## src/rtl/uart_pkg.sv

```systemverilog
// Shared receive-FSM states and register map for uart_rx_port.
// The RxParity state exists only when UART_RX_PARITY_EN is defined.
package uart_pkg;

    typedef enum logic [2:0] {
        RxIdle,
        RxStart,
        RxData,
`ifdef UART_RX_PARITY_EN
        RxParity,
`endif
        RxStop
    } RxState;

    localparam logic [2:0] UART_RX_STATUS = 3'b000;
    localparam logic [2:0] UART_RX_DATA   = 3'b001;

    localparam int STAT_AVAIL  = 0;
    localparam int STAT_OVR    = 1;
    localparam int STAT_FERR   = 2;
    localparam int STAT_IRQ_EN = 3;
    localparam int STAT_PERR   = 4;

endpackage

```

## src/rtl/uart_rx_fifo.sv

```systemverilog
// Receive FIFO for uart_rx_port: pointers carry one extra wrap bit so
// full and empty are distinguishable; a pop frees a slot for a same-cycle push.
module uart_rx_fifo #(
    parameter int WIDTH = 8,
    parameter int DEPTH = 4
) (
    input  logic             clock,
    input  logic             reset,
    input  logic             push,
    input  logic             pop,
    input  logic [WIDTH-1:0] wdata,
    output logic             full,
    output logic             empty,
    output logic [WIDTH-1:0] head
);
    localparam int AW = $clog2(DEPTH);

    logic [AW:0]      wr_ptr_q, wr_ptr_d;
    logic [AW:0]      rd_ptr_q, rd_ptr_d;
    logic [WIDTH-1:0] mem_q [DEPTH];
    logic             do_push, do_pop;

    assign empty   = (wr_ptr_q == rd_ptr_q);
    assign full    = (wr_ptr_q[AW] != rd_ptr_q[AW]) &&
                     (wr_ptr_q[AW-1:0] == rd_ptr_q[AW-1:0]);
    assign head    = mem_q[rd_ptr_q[AW-1:0]];
    assign do_pop  = pop && !empty;
    assign do_push = push && (!full || do_pop);

    always_comb begin
        wr_ptr_d = wr_ptr_q;
        rd_ptr_d = rd_ptr_q;
        if (do_push) wr_ptr_d = wr_ptr_q + 1'b1;
        if (do_pop)  rd_ptr_d = rd_ptr_q + 1'b1;
    end

    always_ff @(posedge clock) begin
        if (!reset) begin
            wr_ptr_q <= '0;
            rd_ptr_q <= '0;
        end else begin
            wr_ptr_q <= wr_ptr_d;
            rd_ptr_q <= rd_ptr_d;
        end
    end

    // NOTE: storage has no reset; the pointers alone define which entries are valid.
    always_ff @(posedge clock) begin
        if (do_push) mem_q[wr_ptr_q[AW-1:0]] <= wdata;
    end

endmodule

```

## src/rtl/uart_rx_port.sv

```systemverilog
// Memory-mapped UART receiver (8N1, or 8E1 when UART_RX_PARITY_EN is defined)
// with a small receive FIFO, sticky error flags and a level interrupt.
module uart_rx_port
    import uart_pkg::*;
#(
    parameter int CLOCK_FREQ = 50_000_000,
    parameter int BAUD       = 115200,
    parameter int FIFO_DEPTH = 4
) (
    input  logic       clock,
    input  logic       reset,
    input  logic       cs,
    input  logic       wr,
    input  logic       rd_strobe,
    output logic       rd_busy,
    input  logic [2:0] addr,
    input  logic [7:0] in_data,
    output logic [7:0] out_data,
    input  logic       rx_in,
    output logic       irq
);
    localparam int DIVISOR = CLOCK_FREQ / BAUD;
    localparam int CNT_W   = $clog2(DIVISOR);
    localparam logic [CNT_W-1:0] HALF_LOAD = CNT_W'(DIVISOR / 2 - 1);
    localparam logic [CNT_W-1:0] FULL_LOAD = CNT_W'(DIVISOR - 1);

    RxState           state_q, state_d;
    logic [CNT_W-1:0] cnt_q, cnt_d;
    logic [2:0]       bit_idx_q, bit_idx_d;
    logic [7:0]       shift_q, shift_d;
    logic             sync1_q, sync2_q;
    logic             ovr_q, ovr_d, ferr_q, ferr_d, irq_en_q, irq_en_d, irq_q, irq_d;
    logic             rd_busy_q, rd_busy_d;
    logic [2:0]       rd_addr_q, rd_addr_d;
    logic [7:0]       out_data_q, out_data_d;
    logic             rxs, expired, rx_push, ferr_set, ovr_set, status_wr;
    logic             fifo_pop, fifo_full, fifo_empty;
    logic [7:0]       fifo_head, status;
`ifdef UART_RX_PARITY_EN
    logic             perr_q, perr_d, perr_set;
    logic             unused_in;
    assign unused_in = ^{in_data[7:5], in_data[0]};
`else
    logic             unused_in;
    assign unused_in = ^{in_data[7:4], in_data[0]};
`endif

    assign rxs     = sync2_q;
    assign expired = (cnt_q == '0);

    // NOTE: every always_comb output is given a default first so no latch is inferred.
    always_comb begin
        state_d   = state_q;
        cnt_d     = expired ? cnt_q : cnt_q - 1'b1;
        bit_idx_d = bit_idx_q;
        shift_d   = shift_q;
        rx_push   = 1'b0;
        ferr_set  = 1'b0;
`ifdef UART_RX_PARITY_EN
        perr_set  = 1'b0;
`endif
        case (state_q)
            RxIdle: if (!rxs) begin
                cnt_d   = HALF_LOAD;
                state_d = RxStart;
            end
            RxStart: if (expired) begin
                if (rxs) begin
                    state_d = RxIdle;
                end else begin
                    cnt_d     = FULL_LOAD;
                    bit_idx_d = '0;
                    state_d   = RxData;
                end
            end
            RxData: if (expired) begin
                shift_d   = {rxs, shift_q[7:1]};
                cnt_d     = FULL_LOAD;
                bit_idx_d = bit_idx_q + 3'd1;
`ifdef UART_RX_PARITY_EN
                if (bit_idx_q == 3'd7) state_d = RxParity;
`else
                if (bit_idx_q == 3'd7) state_d = RxStop;
`endif
            end
`ifdef UART_RX_PARITY_EN
            RxParity: if (expired) begin
                perr_set = (rxs != ^shift_q);
                cnt_d    = FULL_LOAD;
                state_d  = RxStop;
            end
`endif
            RxStop: if (expired) begin
                rx_push  = rxs;
                ferr_set = !rxs;
                state_d  = RxIdle;
            end
            default: state_d = RxIdle;
        endcase
    end

    // Register writes, then the read handshake; sticky sets override write-1-clear.
    always_comb begin
        status_wr = !cs && !wr && (addr == UART_RX_STATUS);
        ovr_set   = rx_push && fifo_full && !fifo_pop;
        ovr_d     = ovr_q;
        ferr_d    = ferr_q;
        irq_en_d  = irq_en_q;
`ifdef UART_RX_PARITY_EN
        perr_d    = perr_q;
`endif
        if (status_wr) begin
            if (in_data[STAT_OVR])  ovr_d  = 1'b0;
            if (in_data[STAT_FERR]) ferr_d = 1'b0;
`ifdef UART_RX_PARITY_EN
            if (in_data[STAT_PERR]) perr_d = 1'b0;
`endif
            irq_en_d = in_data[STAT_IRQ_EN];
        end
        if (ovr_set)  ovr_d  = 1'b1;
        if (ferr_set) ferr_d = 1'b1;
`ifdef UART_RX_PARITY_EN
        if (perr_set) perr_d = 1'b1;
`endif

        status              = 8'h00;
        status[STAT_AVAIL]  = !fifo_empty;
        status[STAT_OVR]    = ovr_q;
        status[STAT_FERR]   = ferr_q;
        status[STAT_IRQ_EN] = irq_en_q;
`ifdef UART_RX_PARITY_EN
        status[STAT_PERR]   = perr_q;
`endif

        rd_busy_d  = rd_busy_q;
        rd_addr_d  = rd_addr_q;
        out_data_d = out_data_q;
        fifo_pop   = 1'b0;
        if (rd_busy_q) begin
            rd_busy_d = 1'b0;
            if (rd_addr_q == UART_RX_STATUS) begin
                out_data_d = status;
            end else if (rd_addr_q == UART_RX_DATA && !fifo_empty) begin
                out_data_d = fifo_head;
                fifo_pop   = 1'b1;
            end else begin
                out_data_d = 8'h00;
            end
        end else if (!cs && rd_strobe) begin
            rd_busy_d = 1'b1;
            rd_addr_d = addr;
        end

        irq_d = irq_en_q && !fifo_empty;
    end

    // NOTE: state is updated only with <= so every flop samples pre-edge values.
    always_ff @(posedge clock) begin
        if (!reset) begin
            sync1_q    <= 1'b1;
            sync2_q    <= 1'b1;
            state_q    <= RxIdle;
            cnt_q      <= '0;
            bit_idx_q  <= '0;
            shift_q    <= '0;
            ovr_q      <= 1'b0;
            ferr_q     <= 1'b0;
            irq_en_q   <= 1'b0;
            irq_q      <= 1'b0;
            rd_busy_q  <= 1'b0;
            rd_addr_q  <= '0;
            out_data_q <= 8'h00;
        end else begin
            sync1_q    <= rx_in;
            sync2_q    <= sync1_q;
            state_q    <= state_d;
            cnt_q      <= cnt_d;
            bit_idx_q  <= bit_idx_d;
            shift_q    <= shift_d;
            ovr_q      <= ovr_d;
            ferr_q     <= ferr_d;
            irq_en_q   <= irq_en_d;
            irq_q      <= irq_d;
            rd_busy_q  <= rd_busy_d;
            rd_addr_q  <= rd_addr_d;
            out_data_q <= out_data_d;
        end
    end

`ifdef UART_RX_PARITY_EN
    always_ff @(posedge clock) begin
        if (!reset) perr_q <= 1'b0;
        else        perr_q <= perr_d;
    end
`endif

    uart_rx_fifo #(
        .WIDTH (8),
        .DEPTH (FIFO_DEPTH)
    ) u_fifo (
        .clock (clock),
        .reset (reset),
        .push  (rx_push),
        .pop   (fifo_pop),
        .wdata (shift_q),
        .full  (fifo_full),
        .empty (fifo_empty),
        .head  (fifo_head)
    );

    assign rd_busy  = rd_busy_q;
    assign out_data = out_data_q;
    assign irq      = irq_q;

endmodule

```

## config.mk

```make
export PLATFORM = sky130hd
export DESIGN_NAME = uart_rx_port
export DESIGN_NICKNAME = d
export VERILOG_FILES = /design/src/rtl/uart_pkg.sv /design/src/rtl/uart_rx_fifo.sv /design/src/rtl/uart_rx_port.sv
export SDC_FILE = /design/constraint.sdc
export NUM_CORES = 1
export LEC_CHECK = 0
export BUFFER_PORTS_ARGS = -buffer_cell sky130_fd_sc_hd__buf_2
export CAP_MARGIN = 20
export CELL_PAD_IN_SITES_DETAIL_PLACEMENT = 0
export CELL_PAD_IN_SITES_GLOBAL_PLACEMENT = 2
export CORE_AREA = 2 2 96 98
export DETAILED_ROUTE_END_ITERATION = 8
export DIE_AREA = 0 0 98 100
export HOLD_SLACK_MARGIN = 0.12
export PLACE_DENSITY = 0.75
export SYNTH_ARGS = -nofsm -noshare
export SYNTH_HDL_FRONTEND = slang
export SYNTH_HIERARCHICAL = 1
export SYNTH_SLANG_ARGS = --single-unit
```

## constraint.sdc

```tcl
create_clock -name clock -period 3.27 [get_ports clock]
set_input_delay 0.654 -clock clock [delete_from_list [all_inputs] [get_ports clock]]
set_output_delay 0.654 -clock clock [all_outputs]
set_load 0.02 [all_outputs]
```

==> metrics.yaml <==
placement:
  place_area_um2: 3650
  dp_hpwl_mm: 4.68
  portBuffers: 21
  routabilityCongestion: 0.740
  dp_cells: 419
critical_path:
  crit_path_top_delay_cell: "or4b_4"
  path_cells: "inv_1, ha_1, or4b_4, nor2_8, inv_2, nor2_1, inv_1, a41oi_2, and2_1"
  crit_type: "reg2reg"
  crit_path_end_kind: "register"
  cp-start-kind: "register"
  critical-path-max-stage-delay_ns: 0.51
  required_ns: 3.28
  crit_fanout: 8
  cp_common_cell: "inv_1"
  arrival_ns: 2.69
clocking:
  clk_pin_slew_ns: 0.08
  clock_path_buffers: 2
  clk_latency_ns: 0.35
  cts_hold_buffers: 0
  cts_root_buffer: "clkbuf_8"
  cts_setup_buffers: 0
  cts_inserted_buffers: 9
  cts_max_level: 3
  cts_tree: "yes"
  cts_resized: 0
  numClockSinks: 80
grt:
  grt_pass1_wl_mm: 11.1
  grt_antenna_before_repair: 0
  track_usage_pct: 14.6
  grt_overflow: 0
  grt_pass1_vias: 2249
  grt_max_degree: 23
yosys:
  yosysWarnings: 6
  syn_inst: 295
  ys.flop_type: "dfxtp_1"
  syn-cell-area_um2: 3430
  synth.ff_latch_count: 80
  syn-num-nets: 322
  synth_edf_count: 32
  yosysSeqAreaShare_pct: 56.1
  synth-async-reset-ratio_pct: 0
  syn_avg_cell_area_um2: 11.6
  synth_cell_types: 55
power_and_ir_drop:
  leakagePower_nw: 1.34
  p_seq_share_pct: 50.0
  power_mw: 2.30
  p_clk_share_pct: 27.7
  p_int_mw: 1.60
  vdd_drop_max_mv: 0.430
  p_switching_uw: 698
  pwr_density_cell_nw_per_um2: 602
  p_sw_share_pct: 30.4
  pwr-share-comb_pct: 22.2
sta:
  worst_slew_pin_slew_ns: 0.669
  period_minus_slack_ns: 2.68
  final-setup-viol-count: 0
  clock_skew_ns: 0.00910
  fmax_mhz: 373
  tns_ns: 0
  slew_viol_final: 0
  fin_crit_sh_pct: 82.0
  rsz0062_at_grt: "false"
  relSlewSlack_pct: 55.3
  hold_viol_final: 0
cells_and_area:
  final_cell_mix: "dfxtp_1 (48), nand2_1 (38), edfxtp_1 (32)"
  register_area_um2: 1920
  fillerInstances: 875
  drive_gt1_share_pct: 18.8
  multi_input_area_um2: 1410
  final_common_cell: "dfxtp_1"
  area_delta_synth_final_pct: 11.4
  stdcell_area_um2: 3820
  diodes: 0
  nNetsFinal: 346
  instances_no_fill: 435
detailed_routing:
  dr.pass1.iters: 4
  antenna_left: 0
  vias_per_cell: 5.25
  drt_wl_total_mm: 6.70
  dr_total_vias: 2284
  wl_per_cell_um: 15.4
  dr.first_iter.drc_count: 75
  drc: 0
flow_run:
  drv_cap: 0
floorplanning:
  core_um2: 8890
  start_util_pct: 38.6
  io_pins: 27
  row_count: 35
  die_area_um2: 9800
  fp.dieH_um: 100
  die-width_um: 98
hold_path:
  worst_hold_path_type: "reg2reg"
outcome:
  outcome: "complete, no violations"
## area by class of cell
type | instances | area share, %
Timing Repair Buffer | 25 | 3.54
Clock inverter | 5 | 0.885
Sequential cell | 80 | 50.3
Tap cell | 111 | 3.64
Multi-Input combinational cell | 191 | 37.0
Inverter | 12 | 1.18
Clock buffer | 11 | 3.44
## kinds of logic (layout without fill, tap and decap cells)
group	Yosys count	after routing	share of synthesized area, %
muxes	19	19	8.51
xor gates and xnor gates	7	7	2.45
adders and majority gates	10	10	3.65
DFF	80	80	56.1
AOI/OAI and AO/OA	50	50	10.4
and+or+nand+nor	105	105	16.2
buffers and inverters	24	53	2.70
## power groups by stage
stage / registers (mW) / logic, mW / clock network (mW)
2_1_floorplan: 1.16 / 0.404 / 0
3_3_place_gp: 1.17 / 0.508 / 0
3_5_place_dp: 1.17 / 0.512 / 0
4_1_cts: 1.15 / 0.516 / 0.659
5_1_grt: 1.16 / 0.581 / 0.697
6_report: 1.15 / 0.511 / 0.638
## worst max-delay path: cells and delay by family (launching register included)
kind	cells	cell delay (ns)
AOI/OAI and AO/OA	1	0.29
DFF	1	0.36
adders and majority gates	1	0.17
buffers and inverters	3	0.25
and+or+nand+nor	4	1.27
## worst paths after layout
kind / startpoint / to / slack (ns) / cells after the start
hold reg to reg: sync1_q$_SDFF_PN1_ / rxs$_SDFF_PN1_ / 0.43 / 1
setup / recovery: cnt_q[0]$_SDFF_PN0_ / u_fifo/mem_q[2][5]$_DFFE_PP_ / 0.59 / 9
hold / removal: sync1_q$_SDFF_PN1_ / rxs$_SDFF_PN1_ / 0.43 / 1
setup reg to reg: cnt_q[0]$_SDFF_PN0_ / u_fifo/mem_q[2][5]$_DFFE_PP_ / 0.59 / 9
## through the flow
stage / utilization, % / worst slack (ns) / hold WS (ns)
5_1_grt: 43.0 / 0.399 / 0.466
3_5_place_dp: 41.1 / 0.567 / 0.399
6_report: 43.0 / 0.590 / 0.427
3_3_place_gp: 41.1 / 0.585 / 0.401
4_1_cts: 43.0 / 0.543 / 0.430
2_1_floorplan: - / 0.854 / 0.386
## Yosys cell counts (2+ instances only)
cell / count / area (um2)
buf_2: 2 / 10.0
ha_1: 10 / 125
a211oi_1: 2 / 15.0
nand3_1: 7 / 35.0
xnor2_2: 2 / 32.5
a222oi_1: 3 / 30.0
nand4b_1: 2 / 17.5
clkbuf_1: 9 / 33.8
edfxtp_1: 32 / 961
o21ai_0: 5 / 25.0
nor3b_1: 5 / 37.5
nand2b_1: 4 / 25.0
o211ai_1: 2 / 15.0
and2_1: 5 / 31.3
xnor2_1: 4 / 35.0
a21oi_1: 18 / 90.1
nand2_1: 38 / 143
a2111oi_0: 2 / 17.5
or4_1: 2 / 15.0
nor3_1: 3 / 15.0
nor4_1: 2 / 12.5
a21o_1: 2 / 15.0
nor2_1: 23 / 86.3
a41oi_2: 2 / 32.5
dfxtp_1: 48 / 961
mux4_2: 8 / 180
a22oi_1: 6 / 45.0
inv_1: 10 / 37.5
mux2i_1: 10 / 100
nand3b_1: 2 / 15.0
## layer usage
metal	part of all wire, %	GRT usage (%)
met1	46	18.5
met2	48	24.0
met5	0	0
met4	2.7	7.37
met3	2.9	2.99
## registers in the layout, indices dropped and copies added, names as in the netlist, 2 cells and up, named ones only
signal and flops:
u_fifo/mem_q 32, cnt_q 9, out_data 8, shift_q 8, bit_idx_q 3, rd_addr_q 3
u_fifo/rd_ptr_q 3, u_fifo/wr_ptr_q 3, state_q 2
Note: power is estimated with default switching activity, not from simulation.
